===== config.mk =====
export PLATFORM = sky130hd
export DESIGN_NAME = tx_sched_flat
export DESIGN_NICKNAME = d
export VERILOG_FILES = /design/src/rtl/tx_sched_if.sv /design/src/rtl/tx_sched.sv /design/src/flat_wrapper.sv
export SDC_FILE = /design/constraint.sdc
export NUM_CORES = 1
export LEC_CHECK = 0
export ABC_AREA = 1
export CORE_MARGIN = 2
export CORE_UTILIZATION = 50
export CTS_CLUSTER_SIZE = 28
export DETAILED_ROUTE_END_ITERATION = 10
export DONT_BUFFER_PORTS = 1
export PLACE_DENSITY = 0.75
export SLEW_MARGIN = 10
export SYNTH_ARGS = -nofsm -noshare
export SYNTH_HDL_FRONTEND = slang
export SYNTH_SLANG_ARGS = --single-unit

===== constraint.sdc =====
create_clock -name Clk -period 1.15 [get_ports Clk]
set_input_delay 0.345 -clock Clk [delete_from_list [all_inputs] [get_ports Clk]]
set_output_delay 0.345 -clock Clk [all_outputs]
set_load 0.01 [all_outputs]

===== src/rtl/tx_sched_if.sv =====
// tx_sched_if: requester/engine signal bundle for tx_sched.
// master = scheduler side, slave = requesters plus transmit engine.
interface tx_sched_if;
  logic       req0;
  logic       req1;
  logic [7:0] data0;
  logic [7:0] data1;
  logic       ack0;
  logic       ack1;
  logic       tx_start;
  logic [7:0] tx_data;
  logic       tx_rdy;
  logic       busy;
  logic       grant_id;
`ifdef TX_SCHED_TIMEOUT_EN
  logic       tx_timeout;
`endif

  modport master (
    input  req0, req1, data0, data1, tx_rdy,
    output ack0, ack1, tx_start, tx_data, busy, grant_id
`ifdef TX_SCHED_TIMEOUT_EN
    , output tx_timeout
`endif
  );

  modport slave (
    output req0, req1, data0, data1, tx_rdy,
    input  ack0, ack1, tx_start, tx_data, busy, grant_id
`ifdef TX_SCHED_TIMEOUT_EN
    , input tx_timeout
`endif
  );
endinterface


===== src/rtl/tx_sched.sv =====
// tx_sched: round-robin scheduler, two byte requesters -> one tx engine.
// Ports: Clk; Rst (async, active-low); bus (tx_sched_if.master):
//   req0/req1, data0/data1 in; ack0/ack1 pulses; tx_start, tx_data out;
//   tx_rdy in; busy, grant_id out.
// Macro TX_SCHED_TIMEOUT_EN adds a BUSY watchdog (TIMEOUT_CYC cycles)
//   and bus.tx_timeout, which pulses in the cycle the FSM re-enters IDLE.
module tx_sched #(
  parameter int unsigned TIMEOUT_CYC = 200000
) (
  input  logic       Clk,
  input  logic       Rst,
  tx_sched_if.master bus
);

  typedef enum logic [1:0] {IDLE, START, HOLD, BUSY} state_t;

  state_t     state_q;
  logic [7:0] tx_data_q;
  logic       tx_start_q;
  logic       ack0_q;
  logic       ack1_q;
  logic       busy_q;
  logic       grant_q;
  logic       last_q;
  logic       free_q;
  logic       win;

`ifdef TX_SCHED_TIMEOUT_EN
  localparam int CW = $clog2(TIMEOUT_CYC + 1);
  logic [CW-1:0] cnt_q;
  logic          tmo_q;
`else
  // Without the watchdog the limit has no effect.
  logic unused_cfg;
  assign unused_cfg = ^TIMEOUT_CYC;
`endif

  // Contention goes to whoever was not served last.
  always_comb begin
    win = bus.req1;
    if (bus.req0 && bus.req1) win = ~last_q;
  end

  always_ff @(posedge Clk or negedge Rst) begin
    if (!Rst) begin
      state_q    <= IDLE;
      tx_data_q  <= 8'h00;
      tx_start_q <= 1'b0;
      ack0_q     <= 1'b0;
      ack1_q     <= 1'b0;
      busy_q     <= 1'b0;
      grant_q    <= 1'b0;
      last_q     <= 1'b1;
      free_q     <= 1'b1;
`ifdef TX_SCHED_TIMEOUT_EN
      cnt_q      <= '0;
      tmo_q      <= 1'b0;
`endif
    end else begin
      tx_start_q <= 1'b0;
      ack0_q     <= 1'b0;
      ack1_q     <= 1'b0;
`ifdef TX_SCHED_TIMEOUT_EN
      tmo_q      <= 1'b0;
`endif
      unique case (state_q)
        IDLE: begin
          if (bus.tx_rdy) free_q <= 1'b1;
          // START outputs are loaded here so they are live in START.
          if ((bus.req0 || bus.req1) && free_q) begin
            state_q    <= START;
            tx_data_q  <= win ? bus.data1 : bus.data0;
            tx_start_q <= 1'b1;
            ack0_q     <= ~win;
            ack1_q     <= win;
            grant_q    <= win;
            last_q     <= win;
            free_q     <= 1'b0;
            busy_q     <= 1'b1;
          end
        end
        START: state_q <= HOLD;
        // Engine drops tx_rdy one cycle late; ignore it here.
        HOLD: begin
          state_q <= BUSY;
`ifdef TX_SCHED_TIMEOUT_EN
          cnt_q   <= '0;
`endif
        end
        BUSY: begin
          if (bus.tx_rdy) begin
            state_q <= IDLE;
            free_q  <= 1'b1;
            busy_q  <= 1'b0;
          end
`ifdef TX_SCHED_TIMEOUT_EN
          else if (cnt_q == CW'(TIMEOUT_CYC - 1)) begin
            state_q <= IDLE;
            free_q  <= 1'b1;
            busy_q  <= 1'b0;
            tmo_q   <= 1'b1;
          end else begin
            cnt_q <= cnt_q + CW'(1);
          end
`endif
        end
      endcase
    end
  end

  assign bus.tx_start = tx_start_q;
  assign bus.tx_data  = tx_data_q;
  assign bus.ack0     = ack0_q;
  assign bus.ack1     = ack1_q;
  assign bus.busy     = busy_q;
  assign bus.grant_id = grant_q;
`ifdef TX_SCHED_TIMEOUT_EN
  assign bus.tx_timeout = tmo_q;
`endif

endmodule


===== src/flat_wrapper.sv =====
// flat-port wrapper written by rule: the top's interface ports become plain ports
module tx_sched_flat 
#(
  parameter int unsigned TIMEOUT_CYC = 200000
)
  (Clk, Rst, bus_req0, bus_req1, bus_data0, bus_data1, bus_tx_rdy, bus_ack0, bus_ack1, bus_tx_start, bus_tx_data, bus_busy, bus_grant_id);
  tx_sched_if bus_i ();
  input  logic Clk;
  input  logic Rst;
  input wire logic [$bits(bus_i.req0)-1:0] bus_req0;
  input wire logic [$bits(bus_i.req1)-1:0] bus_req1;
  input wire logic [$bits(bus_i.data0)-1:0] bus_data0;
  input wire logic [$bits(bus_i.data1)-1:0] bus_data1;
  input wire logic [$bits(bus_i.tx_rdy)-1:0] bus_tx_rdy;
  output wire logic [$bits(bus_i.ack0)-1:0] bus_ack0;
  output wire logic [$bits(bus_i.ack1)-1:0] bus_ack1;
  output wire logic [$bits(bus_i.tx_start)-1:0] bus_tx_start;
  output wire logic [$bits(bus_i.tx_data)-1:0] bus_tx_data;
  output wire logic [$bits(bus_i.busy)-1:0] bus_busy;
  output wire logic [$bits(bus_i.grant_id)-1:0] bus_grant_id;
  assign bus_i.req0 = bus_req0;
  assign bus_i.req1 = bus_req1;
  assign bus_i.data0 = bus_data0;
  assign bus_i.data1 = bus_data1;
  assign bus_i.tx_rdy = bus_tx_rdy;
  assign bus_ack0 = bus_i.ack0;
  assign bus_ack1 = bus_i.ack1;
  assign bus_tx_start = bus_i.tx_start;
  assign bus_tx_data = bus_i.tx_data;
  assign bus_busy = bus_i.busy;
  assign bus_grant_id = bus_i.grant_id;
  tx_sched #(.TIMEOUT_CYC(TIMEOUT_CYC)) u_core (.Clk(Clk), .Rst(Rst), .bus(bus_i));
endmodule

# Word level (Yosys, flattened, before mapping)
# Cells that the tools add are included.
[word_totals]
elab_cells = 41
ff_bits = 17
input_bits = 21
[classes]
n_bitwise = 2
n_eq_ne = 5
n_reduce_logical = 8
muxes = 17
[ops]
columns = ["op", "n"]
rows = [
  ["two-way mux 1 bit", 11],
  ["two-way mux 8 bit", 1],
  ["case mux 2 bit (4 select lines)", 1],
  ["== test 2 bit, second input constant", 2],
  ["two-way mux 2 bit", 2],
  ["case mux 1 bit (2 select lines)", 2],
  ["AND reduction 2 bit", 2],
  ["AND reduction 3 bit", 1],
  ["== test 2 x 1 -> 1 bit, second input constant", 1],
  ["logical AND 1 bit", 2],
  ["zero test 2 bit", 1],
  ["!= test 2 x 1 -> 1 bit, second input constant", 1],
  ["!= test 2 bit, second input constant", 1],
  ["NOT 1 bit", 2],
  ["nonzero test 2 bit", 1],
  ["logical OR 1 bit", 1],
]

# Longest topological paths before layout
[depth]
depth_word = 5
depth_mapped = 8

# Worst setup path after synthesis
# OpenSTA, ideal clock, no wires.
[synth_timing]
path_type = "reg2reg"
startpoint = "register u_core.state_q[0]"
endpoint = "register u_core.tx_data_q[0], in the netlist u_core.bus.tx_data[0]"
stages_incl_launch_ff = 9
required_time_ns = 1.034
t_arrival_ns = 1.068
period_less_slack_ns = 1.184
setup_slack_ns = -0.034
setup_time_ns = 0.116
path_cell_list = "dfrtp_1 -> inv_1 -> ha_1 -> inv_1 -> nor2_2 -> inv_2 -> buf_6 -> nand2_1 -> nand2_1"
[synth_between]
elab_chain_cells = 2
[synth_rtl]
columns = ["element", "line", "rtl"]
rows = [
  ["from (decl)", "tx_sched.sv:17", "state_t state_q;"],
  ["from (signal assigned)", "tx_sched.sv:46", "state_q <= IDLE;"],
  ["from (signal assigned)", "tx_sched.sv:71", "state_q <= START;"],
  ["from (signal assigned)", "tx_sched.sv:82", "START: state_q <= HOLD;"],
  ["zero test 2 bit", "tx_sched.sv:66", "unique case (state_q)"],
  ["AND reduction 2 bit (no line)", "n/a", ""],
  ["to (signal assigned)", "tx_sched.sv:72", "tx_data_q <= win ? bus.data1 : bus.data0;"],
  ["to (decl)", "tx_sched.sv:18", "logic [7:0] tx_data_q;"],
]
# Every way passes these cells.
# A chain may end at the register's enable or synchronous reset.

# Worst setup path after layout
[layout_timing]
startpoint = "register u_core.state_q[0]"
endpoint = "register u_core.grant_q, in the netlist u_core.bus.grant_id"
[layout_between]
elab_chain_cells = 2
[layout_rtl]
columns = ["element", "line", "rtl"]
rows = [
  ["zero test 2 bit", "tx_sched.sv:66", ""],
  ["AND reduction 2 bit (no line)", "n/a", ""],
  ["to (signal assigned)", "tx_sched.sv:76", "grant_q <= win;"],
  ["to (decl)", "tx_sched.sv:23", "logic grant_q;"],
]
# Every way passes these cells.

==> out/metrics.cfg <==
[worst_setup_path]
cp-start-kind=register
end_kind=register
reg2reg_depth=7
path_class=register to register
worstPathMaxFanout=7
arrival_ps=1390
required_ps=1380

[die]
io-pin-count=34
core_area_mm2=0.00152
design.die.area_mm2=0.00198
die_h_um=44.5
die_w_um=44.5
start_util_pct=53.8
num_rows=14

[timing]
fin_crit_sh_pct=101
relSlewSlack_pct=49.4
whs_ps=191
finalCriticalPeriod_ps=1160
rsz0062_at_grt=yes
hold_viol=0
setup_viol=1
worst_slack_ps=-12.8
slew_violations=0
setup_tns_ps=-12.8
worst-slew-pin-transition_ps=759
fmax_mhz=860
fin_skew_ps=1.93

[route]
detail-route-antenna-nets=0
dr.pass1.iters=4
avgViaCountPerCell=5.18
wire_per_inst_um=12.5
drc=0
vias=678
totalWireLength_um=1630
first_iter_violations=17

[grt]
grt_use_total_pct=17.4
grt_overflow=0
grt_pass1_wl_um=2470
grt_start_max_net_pins=18
grt_antenna_before_repair=0
grt_pass1_vias=581

[pwr]
internal-power_mw=1.52
p_sw_mw=1.10
swShare_pct=42.0
p_seq_share_pct=43.9
clkPwrFrac_pct=11.9
pwr-share-comb_pct=44.2
p_per_area_mw_per_mm2=2740
p_leak_nw=0.550
power_mw=2.61
peakVddDrop_mv=1.30

[synthesis]
synth_area_per_cell_um2=7.81
synthCells=105
ys_ff_latch=17
ys_types=14
syn_nets=129
yosysSeqAreaShare_pct=52.2
synthesis.area_um2=820
ys_warn_count=0

[status]
status=finished with violations
violations=negative setup slack

[layout]
areaGrowthSynthToFinish_pct=16.5
fin_nets=140
n_antenna_cell=0
post-route-util_pct=62.6
final_cells=131
fin_area_um2=955
n_fill_cell=133
drive_gt1_share_pct=26.1

[cts]
numCtsBuffers=3
clock_latency_ps=280
cts.htree.levels=1
clock_sinks=17
cts_root_buf=clkbuf_4
clockBufferDepth=2
clkTransAtPathRegs_ps=90
tritoncts=done

[place]
dp_hpwl_um=1190
place_ws_ps=-36.3
dp.cells=123
placed_area_um2=855
gp_routability_congestion=0.715
io_buffers=0

[job]
drv_cap=0

[hold_path]
hold_path_class=primary input to asynchronous set/reset pin

==> registers in the layout (all words and copies together), names as in the netlist <==
| register | flops |
|---|---|
| u_core.bus.tx_data | 8 |
| u_core.bus.ack0 | 1 |
| u_core.last_q | 1 |
| u_core.free_q | 1 |
| u_core.state_q | 2 |
| u_core.bus.busy | 1 |
| u_core.bus.ack1 | 1 |
| u_core.bus.grant_id | 1 |
| u_core.bus.tx_start | 1 |
==> layout by cell type (no fill, tap or decap), types with 2 or more instances in the layout <==
master     n
nand3_1    2
clkbuf_4   3
inv_2      5
inv_1      3
nand2_1   56
nor2_1     2
buf_4      6
o21ai_1    2
inv_4      2
nand2_2    6
dfstp_2    2
ha_1       2
dfrtp_1   15
==> power by group through the flow <==
stage	Combinational, mW	Sequential, mW	Clock, mW
final	1.16	1.15	0.311
after global routing	1.31	1.18	0.337
after CTS	1.00	1.15	0.314
after detailed placement	0.894	1.16	0
after global placement	0.849	1.15	0
after floorplan	0.744	1.11	0
==> routing by layer <==
layer	track usage (%)	routed length (um)
met5	0	0
met3	4.08	100
met2	27.5	800
met4	5.45	0
met1	23.5	733
==> final timing paths <==
path | startpoint | to | slack [ps]
worst max-delay path | u_core.state_q[0] | u_core.bus.grant_id | -10
worst max register to register | u_core.state_q[0] | u_core.bus.grant_id | -10
min in group Clk | bus_data1[0] | u_core.bus.tx_data[0] | 260
max in group asynchronous | Rst | u_core.bus.tx_data[0] | 490
worst min-delay path | Rst | u_core.bus.busy | 190
worst min register to register | u_core.last_q | u_core.last_q | 490
==> worst max-delay path: stages, from the launching register on <==
cell and delay (ps):
dfrtp_1 420, inv_2 90, ha_4 140, inv_2 40, nor2_4 130, buf_6 160, nand2_4 60, nand2_1 70
==> cell families (layout without fill, tap and decap cells) <==
| kind of cell | Yosys count | in the layout | share of synthesized area [%] |
|---|---|---|---|
| simple gates | 69 | 69 | 32.8 |
| flops | 17 | 17 | 52.2 |
| fa+ha+maj | 3 | 3 | 4.58 |
| compound gates | 4 | 4 | 3.05 |
| buf+inv | 12 | 22 | 7.33 |
==> timing repair <==
item,CTS,global route
pin swaps,2,5
cloned,0,0
gates resized for setup,5,13
buffers inserted,1,2
hold endpoints to repair,17,0
hold buffers,1,0
endpoints found under the setup margin,14,31
==> synth_stat cells (all sizes together) <==
cell type,count,area share [%]
nand2,63,29
o22ai,1,0.76
dfrtp,15,46
o21ai,3,2.3
dfstp,2,6.4
buf,2,2.7
nand3,2,1.2
ha,3,4.6
inv,10,4.6
nor2,4,2.1
==> cell type report <==
type	instances	area, um^2	area share (%)
Clock buffer	4	26.3	2.75
Inverter	10	42.5	4.46
Multi-Input combinational cell	76	369	38.7
Sequential cell	17	428	44.8
Tap cell	16	20.0	2.10
Timing Repair Buffer	8	68.8	7.21
No activity file was read; power rests on OpenSTA's default activity.
